### src/rtl/sort_pipe.sv
// Pipelined odd-even transposition sorter: NUM_ELEM registered compare-exchange stages, global stall.
// Define SORT_SIGNED_EN to compare samples as two's-complement signed values (default unsigned).
module sort_pipe_stage #(
  parameter int DATA_WIDTH = 8,
  parameter int NUM_ELEM   = 9,
  parameter int PHASE      = 0
) (
  input  logic [NUM_ELEM-1:0][DATA_WIDTH-1:0] i_vec,
  output logic [NUM_ELEM-1:0][DATA_WIDTH-1:0] o_vec
);
  function automatic logic gt(input logic [DATA_WIDTH-1:0] a, input logic [DATA_WIDTH-1:0] b);
`ifdef SORT_SIGNED_EN
    return $signed(a) > $signed(b);
`else
    return a > b;
`endif
  endfunction

  // Strict greater-than keeps tied elements in place; unpaired edge elements pass through.
  always_comb begin
    o_vec = i_vec;
    for (int j = PHASE; j < NUM_ELEM - 1; j += 2) begin
      if (gt(i_vec[j], i_vec[j+1])) begin
        o_vec[j]   = i_vec[j+1];
        o_vec[j+1] = i_vec[j];
      end
    end
  end
endmodule

module sort_pipe #(
  parameter int DATA_WIDTH = 8,
  parameter int NUM_ELEM   = 9
) (
  input  logic                           clk,
  input  logic                           rst,
  input  logic [NUM_ELEM*DATA_WIDTH-1:0] in_data,
  input  logic                           in_valid,
  output logic                           in_ready,
  output logic [NUM_ELEM*DATA_WIDTH-1:0] out_data,
  output logic [DATA_WIDTH-1:0]          out_min,
  output logic [DATA_WIDTH-1:0]          out_median,
  output logic [DATA_WIDTH-1:0]          out_max,
  output logic                           out_valid,
  input  logic                           out_ready
);
  logic [NUM_ELEM-1:0][NUM_ELEM-1:0][DATA_WIDTH-1:0] r_data;
  logic [NUM_ELEM-1:0][NUM_ELEM-1:0][DATA_WIDTH-1:0] w_src;
  logic [NUM_ELEM-1:0][NUM_ELEM-1:0][DATA_WIDTH-1:0] w_cx;
  logic [NUM_ELEM-1:0]                               r_vld_pipe;
  logic                                              w_advance;

  assign w_src = {r_data[NUM_ELEM-2:0], in_data};

  for (genvar k = 0; k < NUM_ELEM; k++) begin : g_stage
    sort_pipe_stage #(
      .DATA_WIDTH (DATA_WIDTH),
      .NUM_ELEM   (NUM_ELEM),
      .PHASE      (k % 2)
    ) u_stage (
      .i_vec (w_src[k]),
      .o_vec (w_cx[k])
    );
  end

  assign w_advance = !(r_vld_pipe[NUM_ELEM-1] && !out_ready);

  // Bubble data is loaded like any other; only the valid pipe decides what is real.
  always_ff @(posedge clk) begin
    if (rst) begin
      r_data     <= '0;
      r_vld_pipe <= '0;
    end else if (w_advance) begin
      r_data     <= w_cx;
      r_vld_pipe <= {r_vld_pipe[NUM_ELEM-2:0], in_valid};
    end
  end

  assign in_ready   = w_advance;
  assign out_valid  = r_vld_pipe[NUM_ELEM-1];
  assign out_data   = r_data[NUM_ELEM-1];
  assign out_min    = r_data[NUM_ELEM-1][0];
  assign out_median = r_data[NUM_ELEM-1][NUM_ELEM/2];
  assign out_max    = r_data[NUM_ELEM-1][NUM_ELEM-1];
endmodule

### config.mk
export PLATFORM = sky130hd
export DESIGN_NAME = sort_pipe
export DESIGN_NICKNAME = d
export VERILOG_FILES = /design/src/rtl/sort_pipe.sv
export SDC_FILE = /design/constraint.sdc
export NUM_CORES = 2
export LEC_CHECK = 0
export ABC_AREA = 1
export CAP_MARGIN = 20
export CORE_MARGIN = 1.5
export CORE_UTILIZATION = 55
export DETAILED_ROUTE_END_ITERATION = 8
export HOLD_SLACK_MARGIN = 0.1
export PLACE_DENSITY_LB_ADDON = 0.1
export SYNTH_ARGS = -nofsm -noshare
export SYNTH_HDL_FRONTEND = slang
export SYNTH_SLANG_ARGS = --single-unit
### constraint.sdc
create_clock -name clk -period 1.4 [get_ports clk]
set_input_delay 0.14 -clock clk [delete_from_list [all_inputs] [get_ports clk]]
set_output_delay 0.14 -clock clk [all_outputs]
set_load 0.01 [all_outputs]
==> results.txt, run 1 <==
* Starting density of the core: 0.557
- Ranking of synthesized cells by area: sky130_fd_sc_hd__dfxtp_1 (32%), sky130_fd_sc_hd__nor2_1 (11%), sky130_fd_sc_hd__ha_1 (8.9%)
* # port buffers: 173
* Maximum count of clock buffers along a single path: 3
* CTS buffer count: 76
- Level count of the clock H-tree: 3
- The congestion estimate from routability-driven global placement came to 0.913.
* GR repair worst EP: r_data[153]$_SDFFE_PP0N_/D
- Most area-hungry cell type in the Yosys netlist: sky130_fd_sc_hd__dfxtp_1
* Maximum number of pins on one net before global-route repair: between 60 and 70
* Gate count of the mapped netlist: between 6000 and 7000
* Clock Sinks: 657
- Count of distinct cell types in the synthesized netlist: 22
* Post-Synthesis Net Count: 6682
- During synthesis, Yosys emitted a total of 0 warnings.
- Worst Setup Slack post-DPL: -0.575 ns
* Hold-fix buffers at CTS: 0
* HPWL reported at the end of detailed placement: approximately 95000 um
* Outcome: did not finish
- The tree is rooted in a sky130_fd_sc_hd__clkbuf_16.
- Mapped Area: about 0.041 sq mm
* Type of the worst endpoint after the last repair: sequential cell input
- Sequential cell area fraction in the yosys report: 0.323
- Die extent in x: about 270 um
- Number of synthesized register bits: around 660
- Gr ovfl total: between 4000 and 5000
- The average instance in the mapped netlist occupies about 6.4 sq um.
* Combined global-route utilization of all metal layers: 0.964
* Site row count: approximately 100
- It got as far as global routing (5_1_grt) and failed there.
- From bottom edge to top edge, the die measures between 200 and 300 um.
- roughly 170 I/O pins were placed.
* Area share of the largest cell type after synthesis: 0.323
* Error that ended the run: [ERROR GRT-0232] Routing congestion too high. Check the congestion heatmap in the GUI.
cells by family after synthesis:
group                      after synthesis  share of synthesized area
AOI/OAI and AO/OA                     1406                      0.178
adders and majority gates              288                     0.0886
buffers and inverters                 1164                      0.122
DFF                                    657                      0.323
and+or+nand+nor                       2803                      0.288
per-layer routing:
| layer | overflow | track usage |
|---|---|---|
| met5 | 15 | 0.496 |
| met4 | 1174 | 1.12 |
| met3 | 79 | 0.798 |
| met2 | 2785 | 1.17 |
| met1 | 48 | 0.882 |
cells in the mapped netlist:
cell type,count
sky130_fd_sc_hd__o21ai_1,8
sky130_fd_sc_hd__inv_2,1
sky130_fd_sc_hd__buf_2,249
sky130_fd_sc_hd__nor2_1,1235
sky130_fd_sc_hd__nor2_4,1
sky130_fd_sc_hd__inv_1,705
sky130_fd_sc_hd__nand3_1,576
sky130_fd_sc_hd__o21ai_0,648
sky130_fd_sc_hd__clkbuf_4,1
sky130_fd_sc_hd__inv_4,1
sky130_fd_sc_hd__nor2_2,36
sky130_fd_sc_hd__a21oi_1,680
sky130_fd_sc_hd__nand2_2,25
sky130_fd_sc_hd__a21oi_2,34
sky130_fd_sc_hd__nand4_2,36
sky130_fd_sc_hd__a21o_1,36
sky130_fd_sc_hd__dfxtp_1,657
sky130_fd_sc_hd__ha_1,288
sky130_fd_sc_hd__clkbuf_1,142
sky130_fd_sc_hd__buf_6,5
sky130_fd_sc_hd__buf_4,60
sky130_fd_sc_hd__nand2_1,894
repair_timing:
item                       in CTS
resized for setup            1158
setup buffers                  91
pin swaps                     378
setup endpoints to repair     706
gates cloned                   80
stage by stage:
stage | std cells | hold slack, ns | TNS, ns | utilization | cell area, sq um
2_1_floorplan | 6318 | 0.209 | -36.69 | - | 42000
3_3_place_gp | 8287 | 0.440 | -211.90 | 0.722 | 52700
3_5_place_dp | 8287 | 0.449 | -226.06 | 0.722 | 52700
4_1_cts | 8573 | 0.167 | -198.82 | 0.854 | 62400
==> inputs of run 2 (changes only) <==
CORE_UTILIZATION = 40   (was 55)
HOLD_SLACK_MARGIN = unset   (was 0.1)
PLACE_DENSITY_LB_ADDON = 0.15   (was 0.1)
clock period = 1.8 ns   (was 1.4 ns; I/O delays follow)
==> run 2 against run 1 <==
  * The flow now finishes, with violations (setup timing)
  * Synthesized area is the same
  * Synthesized cell count unchanged
==> results.txt, run 2 <==
- Count of final setup violators: 14
* Vias in the first global route: 37922
- Clock Sinks: 657 (unchanged)
- Entering global routing, the biggest net connects 82 pins.
- Total power density per cell area: about 1500 mW/mm^2
* Number of enable-type register cells in the synthesized netlist: 0 (unchanged)
- Number of inserted diodes: 0
* Number of cells traversed by the worst hold path: 3
- IO Count: 174 (unchanged)
* Vias after detailed routing: ~43000
* Worst slew margin: 0.718
- Leakage power figure: approximately 0.028 uW
* Largest register FFs: roughly 580
* Count of maximum capacitance violations: 0
* Post-Synthesis Net Count: 6682 (unchanged)
- At the end of the flow the core is filled with cells to 0.593.
- The floorplan step defined a die boundary enclosing about 0.10 sq mm.
- Yosys synthesis warning count: 0 (unchanged)
* Via count normalized by instance count: ~5.2
- The number of clock buffers inserted by TritonCTS came to 80 (was 76).
- For this run the aggregate overflow at the end of global routing stands at 0.
* Worst skew pair latency: 0.65 ns
* Wirelength per Cell: approximately 16 um
- On the final layout, the worst clock skew is between 0.015 and 0.02 ns.
* Sum of negative setup slack: -0.317 ns
* Sequential cell area fraction in the yosys report: 0.323 (unchanged)
* Fmax achieved: about 0.53 GHz
* Average footprint of a synthesized cell: 6.44 sq um (unchanged)
* Period Utilization, post-route: 1.05
- DRC violations left: 0
- Commonest cells in the netlist: sky130_fd_sc_hd__nor2_1 (1235), sky130_fd_sc_hd__nand2_1 (894), sky130_fd_sc_hd__inv_1 (705), sky130_fd_sc_hd__a21oi_1 (680), sky130_fd_sc_hd__dfxtp_1 (657) (unchanged).
- Async set-or-reset flop fraction in the synthesized netlist: 0 (unchanged)
* Clk pin slew, worst setup/hold paths: around 0.06 ns
- TritonCTS built the clock tree.
- The number of antenna violations at the first check in global routing is 0.
- The routed design uses 70500 um of met2 wire.
- At the worst endpoint, the required time is 2.37 ns.
- Last weighted congestion value of the routability-driven placer: 0.893 (was 0.913)
- The placed wire-length estimate after detailed placement is 91900 um (was 94900 um).
- The cell chosen for the clock root is sky130_fd_sc_hd__clkbuf_16 (unchanged).
* Area of the multi-input gates: 0.0275 sq mm
- Critical path launch point type: flop
* Number of synthesized register bits: 657 (unchanged)
* Met3 wire length: just under 5000 um
* Critical path capture point type: flop
- Placed Instance Area: 0.0485 sq mm (was 0.0527 sq mm)
- The library cell used most frequently in the layout, excluding fill and tap cells, is sky130_fd_sc_hd__nor2_1.
- The top cell types in the final layout, fill and taps aside, are sky130_fd_sc_hd__nor2_1 (1000), sky130_fd_sc_hd__nand2_1 (748), sky130_fd_sc_hd__o21ai_0 (605).
* # port buffers: 173 (unchanged)
- The site row count came to 116 (was 99).
- At the worst endpoint, the arrival time is roughly 2.5 ns.
- Path type of the worst min-delay path: in -> reg
- The first global-routing pass estimated about 200000 um of wire.
* Combined global-route utilization of all metal layers: 0.234
- Filler Cells Inserted: approximately 9000
- The startpoint identified for the worst register-to-register timing path is r_data[485]$_SDFFE_PP0N_.
* Slew of the pin with the lowest slew margin: 0.419 ns
* Area growth syn-to-layout: 46.5%
* Maximum resistive drop on vdd: between 0.001 and 0.0015 V
- Mapped Area: 0.0407 sq mm (unchanged)
- Across the whole layout, storage elements account for about 0.013 sq mm.
* Net count, final: about 7300
- Pins Over Slew Limit: 0
- Starting density of the core: 0.405 (was 0.557)
* Total Wirelength: between 100000 and 150000 um
* Cell with the most instances after synthesis: sky130_fd_sc_hd__nor2_1 (unchanged)
- The chip width came to 322 um (was 275 um).
- Maximum count of clock buffers along a single path: 3 (unchanged)
- Count of distinct cell types in the synthesized netlist: 22 (unchanged)
* Gate count of the mapped netlist: 6318 (unchanged)
- For hold timing, the worst endpoint is r_vld_pipe[0]$_SDFFE_PP0N_.
- DRT iter0 DRCs: around 3000
- The number of buffers inserted for hold repair after clock tree synthesis is 0 (unchanged).
- Final Hold Fails: 0
* Die height: 322 um (was 275 um)
- Reg-to-reg endpoint: r_data[549]$_SDFFE_PP0N_
- Worst-path fanout max: 8
- Finished Layout Cells: ~8400
- The number of instances in the placed design came to 8120 (was 8287).
- Remaining antenna violation count: 0
- For flop-to-flop paths, the worst setup slack is -0.08 ns.
- Final worst slack: -0.0821 ns
* Main synth FF type: sky130_fd_sc_hd__dfxtp_1 (unchanged)
* Most area-hungry cell type in the Yosys netlist: sky130_fd_sc_hd__dfxtp_1 (unchanged)
- Summing all non-filler instances in the final layout gives an area of 0.0596 sq mm.
* Unrepaired setup endpoints after global routing: true
- Signal routing reaches up to met4.
- Most flops, register: r_data
- Core outline area: 0.100 sq mm
* Category of the critical setup timing path: reg -> reg
- Counting cells, the worst reg-to-reg path comes to 10.
- The share of the synthesized area in the top cell type is 0.323 (unchanged).
- Clock period minus final worst setup slack: 1.88 ns
* Violated checks: setup timing
* Ranking of synthesized cells by area: sky130_fd_sc_hd__dfxtp_1 (32%), sky130_fd_sc_hd__nor2_1 (11%), sky130_fd_sc_hd__ha_1 (8.9%) (unchanged)
* Share of cells above drive strength 1: 0.318
- Critical hold path startpoint: in_valid
- After detailed routing, the wire length on met1 is just under 60000 um.
- Outcome: complete, but fails checks (was did not finish).
- Level count of the clock H-tree: 3 (unchanged)
- The first detailed-routing pass ran for 5 iterations.
run 2: area by class of cell:
cell class,instances,area share
well taps,1357,0.0285
flip-flops and latches,657,0.226
inverters,707,0.0451
repair buffers,1039,0.194
clock buffers,112,0.0396
clock inverters,31,0.00624
repair inverters,1,0.000147
multi-input cells,4498,0.461
run 2: report_power, final:
group	leakage (uW)	internal (uW)	switching, uW	total [uW]
Clock	0.00135	10300	6580	16800
Sequential	0.00544	16200	1410	17600
Combinational	0.0211	25400	27800	53200
Total	0.0279	51800	35800	87600
run 2: worst max-delay path by stage:
stage / startpoint / to / slack, ns / cells after the start
final: r_data[485]$_SDFFE_PP0N_ / r_data[549]$_SDFFE_PP0N_ / -0.08 / 10
after global routing: r_data[482]$_SDFFE_PP0N_ / r_data[551]$_SDFFE_PP0N_ / -0.12 / 15
after CTS: r_data[487]$_SDFFE_PP0N_ / r_data[552]$_SDFFE_PP0N_ / -0.05 / 11
after detailed placement: in_data[63] / r_data[60]$_SDFFE_PP0N_ / -0.21 / 11
after global placement: in_data[31] / r_data[27]$_SDFFE_PP0N_ / -0.17 / 11
after floorplan: r_data[55]$_SDFFE_PP0N_ / r_data[113]$_SDFFE_PP0N_ / 0.27 / 10
run 2: kinds of logic after synthesis:
kind of cell	synth area share
AO/OA/AOI/OAI	0.178
adder cells (fa/ha/maj)	0.0886
buffers and inverters	0.122
AND/OR/NAND/NOR	0.288
flip-flops	0.323
run 2: per-stage QoR:
stage / setup slack (ns) / hold slack [ns] / power (uW)
after floorplan: 0.265 / 0.249 / 37800
after global placement: -0.172 / 0.443 / 49700
after detailed placement: -0.210 / 0.450 / 49900
after CTS: -0.0532 / 0.139 / 69600
after global routing: -0.123 / 0.176 / 91900
final: -0.0821 / 0.188 / 87600
run 2: layer usage:
layer	up-vias	global-route usage
met4	0	0.0697
met3	258	0.0253
met2	1014	0.419
met1	20181	0.294
met5	-	0
li1	21834	-
run 2: critical path: stages (launching register included):
cell	delay, ns
sky130_fd_sc_hd__dfxtp_2	0.34
sky130_fd_sc_hd__inv_2	0.05
sky130_fd_sc_hd__ha_4	0.27
sky130_fd_sc_hd__nand2_2	0.06
sky130_fd_sc_hd__nor2_4	0.14
sky130_fd_sc_hd__nand4_4	0.17
sky130_fd_sc_hd__clkbuf_16	0.22
sky130_fd_sc_hd__a21oi_1	0.23
sky130_fd_sc_hd__nor2_1	0.10
sky130_fd_sc_hd__buf_4	0.15
sky130_fd_sc_hd__nor2_1	0.07
run 2: what timing repair did:
action	4_1_cts	5_1_grt
pin swaps	34	391
endpoints found under the setup margin	115	522
resized for setup	181	1295
buffers inserted	8	40
gates cloned	11	98
Power figures use the tool's default switching activity.
